[src/rtl/result_writer_if.sv]
// Handshake bundle between the edge-detector output stream, result_writer and the RAM write port.
// RESULT_WRITER_BYTE_MASK_EN adds the ram_byte_en lane mask.
interface result_writer_if;
    logic                 start;
    logic [31:0]          start_addr;
    logic                 pixel_valid;
    logic [7:0]           pixel_in;
    logic                 pixel_ready;
    logic                 ram_write;
    logic [31:0]          ram_out_addr;
    logic [3:0][7:0]      ram_wdata;
    logic                 ram_ack;
    logic                 busy;
    logic                 edge_write_done;
`ifdef RESULT_WRITER_BYTE_MASK_EN
    logic [3:0]           ram_byte_en;
`endif

    modport master (
`ifdef RESULT_WRITER_BYTE_MASK_EN
        input  ram_byte_en,
`endif
        output start, start_addr, pixel_valid, pixel_in, ram_ack,
        input  pixel_ready, ram_write, ram_out_addr, ram_wdata, busy, edge_write_done
    );

    modport slave (
`ifdef RESULT_WRITER_BYTE_MASK_EN
        output ram_byte_en,
`endif
        input  start, start_addr, pixel_valid, pixel_in, ram_ack,
        output pixel_ready, ram_write, ram_out_addr, ram_wdata, busy, edge_write_done
    );
endinterface

[src/rtl/result_writer.sv]
// Packs the 8-bit edge pixel stream into 32-bit words and writes them to RAM from a base address.
// Optional macro RESULT_WRITER_BYTE_MASK_EN adds a per-lane byte enable for the partial last word.
//
//   state     | meaning
//   S_IDLE    | waiting for start
//   S_COLLECT | accepting pixels into the pack register
//   S_WRITE   | holding a word on the RAM port until ram_ack
//   S_DONE    | one-cycle completion pulse
module result_writer #(
    parameter int IMG_W = 8,
    parameter int IMG_H = 8
) (
    input  logic           clk,
    input  logic           n_rst,
    result_writer_if.slave bus
);
    localparam int            NPIX   = IMG_W * IMG_H;
    localparam int            CW     = $clog2(NPIX + 1);
    localparam logic [CW-1:0] NPIX_C = CW'(NPIX);

    typedef enum logic [1:0] {
        S_IDLE    = 2'd0,
        S_COLLECT = 2'd1,
        S_WRITE   = 2'd2,
        S_DONE    = 2'd3
    } state_t;

    state_t          state_q, state_d;
    logic [31:0]     addr_q, addr_d;
    logic [CW-1:0]   pix_cnt_q, pix_cnt_d;
    logic [2:0]      lane_q, lane_d;
    logic [3:0][7:0] pack_q, pack_d;
    logic [CW-1:0]   pix_cnt_inc;

    always_ff @(posedge clk or negedge n_rst) begin
        if (!n_rst) begin
            state_q   <= S_IDLE;
            addr_q    <= '0;
            pix_cnt_q <= '0;
            lane_q    <= '0;
            pack_q    <= '0;
        end else begin
            state_q   <= state_d;
            addr_q    <= addr_d;
            pix_cnt_q <= pix_cnt_d;
            lane_q    <= lane_d;
            pack_q    <= pack_d;
        end
    end

    always_comb begin
        state_d     = state_q;
        addr_d      = addr_q;
        pix_cnt_d   = pix_cnt_q;
        lane_d      = lane_q;
        pack_d      = pack_q;
        pix_cnt_inc = pix_cnt_q + CW'(1);

        case (state_q)
            S_IDLE: begin
                if (bus.start) begin
                    addr_d    = {bus.start_addr[31:2], 2'b00};
                    pix_cnt_d = '0;
                    lane_d    = '0;
                    pack_d    = '0;
                    state_d   = S_COLLECT;
                end
            end
            S_COLLECT: begin
                if (bus.pixel_valid) begin
                    pack_d[lane_q[1:0]] = bus.pixel_in;
                    lane_d              = lane_q + 3'd1;
                    pix_cnt_d           = pix_cnt_inc;
                    // A short final word leaves early; its upper lanes are still zero from the last clear.
                    if (lane_q == 3'd3 || pix_cnt_inc == NPIX_C) begin
                        state_d = S_WRITE;
                    end
                end
            end
            S_WRITE: begin
                if (bus.ram_ack) begin
                    addr_d  = addr_q + 32'd4;
                    lane_d  = '0;
                    pack_d  = '0;
                    state_d = (pix_cnt_q == NPIX_C) ? S_DONE : S_COLLECT;
                end
            end
            S_DONE: begin
                state_d = S_IDLE;
            end
            default: begin
                state_d = S_IDLE;
            end
        endcase
    end

    assign bus.pixel_ready     = (state_q == S_COLLECT);
    assign bus.ram_write       = (state_q == S_WRITE);
    assign bus.ram_out_addr    = addr_q;
    assign bus.ram_wdata       = pack_q;
    assign bus.busy            = (state_q != S_IDLE);
    assign bus.edge_write_done = (state_q == S_DONE);

`ifdef RESULT_WRITER_BYTE_MASK_EN
    // lane_q counts filled lanes while in S_WRITE, so every lane below it is live.
    always_comb begin
        bus.ram_byte_en = '0;
        if (state_q == S_WRITE) begin
            for (int i = 0; i < 4; i++) begin
                bus.ram_byte_en[i] = (3'(i) < lane_q);
            end
        end
    end
`endif
endmodule

[src/flat_wrapper.sv]
// flat-port wrapper written by rule: the top's interface ports become plain ports
module result_writer_flat 
#(
    parameter int IMG_W = 8,
    parameter int IMG_H = 8
)
  (clk, n_rst, bus_start, bus_start_addr, bus_pixel_valid, bus_pixel_in, bus_ram_ack, bus_pixel_ready, bus_ram_write, bus_ram_out_addr, bus_ram_wdata, bus_busy, bus_edge_write_done);
  result_writer_if bus_i ();
  input  logic clk;
  input  logic n_rst;
  input wire logic [$bits(bus_i.start)-1:0] bus_start;
  input wire logic [$bits(bus_i.start_addr)-1:0] bus_start_addr;
  input wire logic [$bits(bus_i.pixel_valid)-1:0] bus_pixel_valid;
  input wire logic [$bits(bus_i.pixel_in)-1:0] bus_pixel_in;
  input wire logic [$bits(bus_i.ram_ack)-1:0] bus_ram_ack;
  output wire logic [$bits(bus_i.pixel_ready)-1:0] bus_pixel_ready;
  output wire logic [$bits(bus_i.ram_write)-1:0] bus_ram_write;
  output wire logic [$bits(bus_i.ram_out_addr)-1:0] bus_ram_out_addr;
  output wire logic [$bits(bus_i.ram_wdata)-1:0] bus_ram_wdata;
  output wire logic [$bits(bus_i.busy)-1:0] bus_busy;
  output wire logic [$bits(bus_i.edge_write_done)-1:0] bus_edge_write_done;
  assign bus_i.start = bus_start;
  assign bus_i.start_addr = bus_start_addr;
  assign bus_i.pixel_valid = bus_pixel_valid;
  assign bus_i.pixel_in = bus_pixel_in;
  assign bus_i.ram_ack = bus_ram_ack;
  assign bus_pixel_ready = bus_i.pixel_ready;
  assign bus_ram_write = bus_i.ram_write;
  assign bus_ram_out_addr = bus_i.ram_out_addr;
  assign bus_ram_wdata = bus_i.ram_wdata;
  assign bus_busy = bus_i.busy;
  assign bus_edge_write_done = bus_i.edge_write_done;
  result_writer #(.IMG_W(IMG_W), .IMG_H(IMG_H)) u_core (.clk(clk), .n_rst(n_rst), .bus(bus_i));
endmodule
[config.mk]
export PLATFORM = sky130hd
export DESIGN_NAME = result_writer_flat
export DESIGN_NICKNAME = d
export VERILOG_FILES = /design/src/rtl/result_writer_if.sv /design/src/rtl/result_writer.sv /design/src/flat_wrapper.sv
export SDC_FILE = /design/constraint.sdc
export NUM_CORES = 1
export LEC_CHECK = 0
export BUFFER_PORTS_ARGS = -buffer_cell sky130_fd_sc_hd__clkbuf_2
export CAP_MARGIN = 20
export CELL_PAD_IN_SITES_DETAIL_PLACEMENT = 1
export CELL_PAD_IN_SITES_GLOBAL_PLACEMENT = 1
export CORE_ASPECT_RATIO = 0.7
export CORE_MARGIN = 5
export CORE_UTILIZATION = 33
export CTS_CLUSTER_SIZE = 8
export DETAILED_ROUTE_END_ITERATION = 7
export PLACE_DENSITY_LB_ADDON = 0.25
export SETUP_SLACK_MARGIN = 0.15
export SYNTH_ARGS = -nofsm -noshare
export SYNTH_HDL_FRONTEND = slang
export SYNTH_SLANG_ARGS = --single-unit
[constraint.sdc]
create_clock -name clk -period 1.68 [get_ports clk]
set_clock_uncertainty 0.05 [all_clocks]
set_input_delay 0.336 -clock clk [delete_from_list [all_inputs] [get_ports clk]]
set_output_delay 0.336 -clock clk [all_outputs]
set_load 0.1 [all_outputs]
==> impl_metrics.env <==
export IMPL_drv_cap=0
export IMPL_grt_overflow=0
export IMPL_clock_fmax_mhz=541
export IMPL_ys_top_cells_by_count="dfrtp_1, nand2_1, a22o_1"
export IMPL_hold_viol=0
export IMPL_post_dp_cell_area_sq_um=5360
export IMPL_synth_ff_type="dfrtp_1"
export IMPL_antenna_found_initial=0
export IMPL_syn_to_final_growth_pct=82.8
export IMPL_cp_startpoint="u_core.bus.ram_out_addr[7]"
export IMPL_drcViolationCount=0
export IMPL_yosysWarnings=0
export IMPL_ant_nets=0
export IMPL_holdCritPathClass="input port to flop"
export IMPL_grt_pass1_vias=4519
export IMPL_cts_tree="yes"
export IMPL_synth_edf_count=0
export IMPL_rr_worst_depth=5
export IMPL_finalWorstSetupSlack_ps=-169
export IMPL_cpPeakStageDelay_ps=430
export IMPL_routed_top_layer="met4"
export IMPL_grt_pass1_wl_um=25500
export IMPL_htreeDepth=3
export IMPL_crit_end="u_core.bus.ram_out_addr[16]"
export IMPL_wirelength_um=18700
export IMPL_violations="negative setup slack"
export IMPL_rr_endpoint="u_core.bus.ram_out_addr[16]"
export IMPL_drt_iter0_markers=268
export IMPL_cts_clk_slew_worst_paths_ps=70
export IMPL_num_io_pins=113
export IMPL_setup_viol=57
export IMPL_start_kind="flop"
export IMPL_portBuffers=108
export IMPL_cp_slowest_cell="dfrtp_2"
export IMPL_grt_max_degree=29
export IMPL_placeableCoreArea_sq_um=11600
export IMPL_maxSlewViolCount=0
export IMPL_cp_end_kind="flop"
export IMPL_pre_cts_ws_ps=-123
export IMPL_ff2ff_setup_slack_ps=-170
export IMPL_n_antenna_cell=0
export IMPL_synth_area_leader_cell="dfrtp_1"
export IMPL_cts_inserted_buffers=9
export IMPL_cts_root_buf="clkbuf_16"
export IMPL_async_flop_share_pct=100
export IMPL_ys_seq_elements=74
export IMPL_timing_rr_start="u_core.bus.ram_out_addr[7]"
export IMPL_met2_length_um=9170
export IMPL_finish_utilization_pct=61.1
export IMPL_dr_pass1_iters=5
export IMPL_vias_per_cell=5.69
export IMPL_crit_arrival_ps=2020
export IMPL_die_y_um=101
export IMPL_finalSetupTns_ps=-2880
export IMPL_yosysSeqAreaShare_pct=47.7
export IMPL_crit_chain="nand2_1 > or2_4 > nor3_4 > a41oi_2 > o22a_1"
export IMPL_synth_area_sq_um=3880
export IMPL_grt_setup_unrepaired="true"
export IMPL_die_w_um=140
export IMPL_synth_top_area_share_pct=47.7
export IMPL_num_rows=33
export IMPL_synthTopCellsByArea="dfrtp_1, a22o_1, a21oi_1, nand2_1, nand3_1"
export IMPL_via_count=4381
export IMPL_yosysMostFrequentCell="dfrtp_1"
export IMPL_syn_avg_cell_area_sq_um=9.51
export IMPL_synth_cell_types=54
export IMPL_final_area_sq_um=7090
export IMPL_netlist_instances=408
export IMPL_globalplace_congestion=0.820
export IMPL_fp_dieArea_sq_um=14100
export IMPL_period_minus_slack_ps=1850
export IMPL_period_share_pct=110
export IMPL_wl_met1_um=7800
export IMPL_hpwlAfterDp_um=10400
export IMPL_nNetsFinal=661
export IMPL_critical_path_required_ps=1850
export IMPL_clkSinkCount=74
export IMPL_crit_type="flop to flop"
export IMPL_cts_max_path_buffers=2
export IMPL_crit_fanout=5
export IMPL_wl_per_cell_um=24.2
export IMPL_grtUsageTotal_pct=23.1
export IMPL_clk_latency_ps=350
export IMPL_status="complete, but fails checks"
export IMPL_start_util_pct=33.4
export IMPL_dr_wl_met3_um=950
export IMPL_layout_drive_gt1_share_pct=60.2
==> worst min path at each step <==
stage                      startpoint                           to  depth (start not counted)
detailed placement              n_rst     u_core.bus.ram_wdata[25]                          1
global route        bus_start_addr[2]   u_core.bus.ram_out_addr[2]                          3
finish              bus_start_addr[3]   u_core.bus.ram_out_addr[3]                          3
global placement                n_rst     u_core.bus.ram_wdata[25]                          1
CTS                 bus_start_addr[3]   u_core.bus.ram_out_addr[3]                          3
floorplan                       n_rst  u_core.bus.ram_out_addr[22]                          0
==> cell type report <==
cell class,instances,area (sq um)
multi-input cells,300,2570
clock buffers,10,229
fillers,1198,4510
inverters,9,42.5
repair buffers,214,2070
well taps,157,196
flip-flops and latches,74,1940
clock inverters,6,50.0
==> logic make-up after synthesis <==
logic type      count (synthesis)  share of synthesized area [%]
simple gates                  147                           20.0
compound gates                138                           24.6
flops                          74                           47.7
buf+inv                        35                           3.77
fa+ha+maj                       8                           2.58
mux                             3                          0.806
xor+xnor                        2                          0.452
other cells                     1                         0.0967
==> sequential cells by signal (all words and copies together) (netlist names) <==
signal,flops
u_core.bus.ram_out_addr,30
u_core.bus.ram_wdata,32
u_core.lane_q,3
u_core.pix_cnt_q,7
u_core.state_q,2
==> timing repair <==
item | 4_1_cts | 5_1_grt
resized for setup | 155 | 119
pin swaps | 27 | 47
endpoints found under the hold margin | 21 | 0
hold buffers | 1 | 0
gates cloned | 1 | 1
endpoints found under the setup margin | 118 | 89
buffers inserted | 13 | 23
==> layout by cell type, fill, tap and decap left out, drive strengths merged, types with 3 or more instances in the layout <==
cell	n
nor2	27
or3	3
a22o	33
ha	8
a21oi	33
or2	4
dfrtp	74
a41oi	5
nand4	12
and4	3
o2bb2ai	4
inv	9
clkinv	3
nand3	23
o21ai	26
a2bb2oi	4
o22ai	9
clkinvlp	3
buf	133
o22a	7
nor3	8
clkbuf	90
nand2	41
and2	6
and3	12
a31oi	4
nand2b	3
==> critical path: cells and delay by family, from the launching register on <==
family | cells | cell delay, ps
DFF | 1 | 430
and+or+nand+nor | 3 | 830
AOI/OAI and AO/OA | 2 | 430
==> metrics by stage <==
stage / std cells / hold WS (ps)
floorplan: 409 / -9.59
global placement: 715 / 231
detailed placement: 715 / 230
CTS: 746 / 175
global route: 770 / 197
finish: 770 / 176
==> metal layers <==
metal  global-route usage [%]  vias to the layer above
met5                        0                        -
met4                     7.00                        0
met3                     4.60                       66
met2                     37.5                      179
met1                     31.6                     2206
li1                         -                     1930
Power is not shown: default switching activity piles up to over one toggle a cycle in this logic, so the estimate is an artifact.
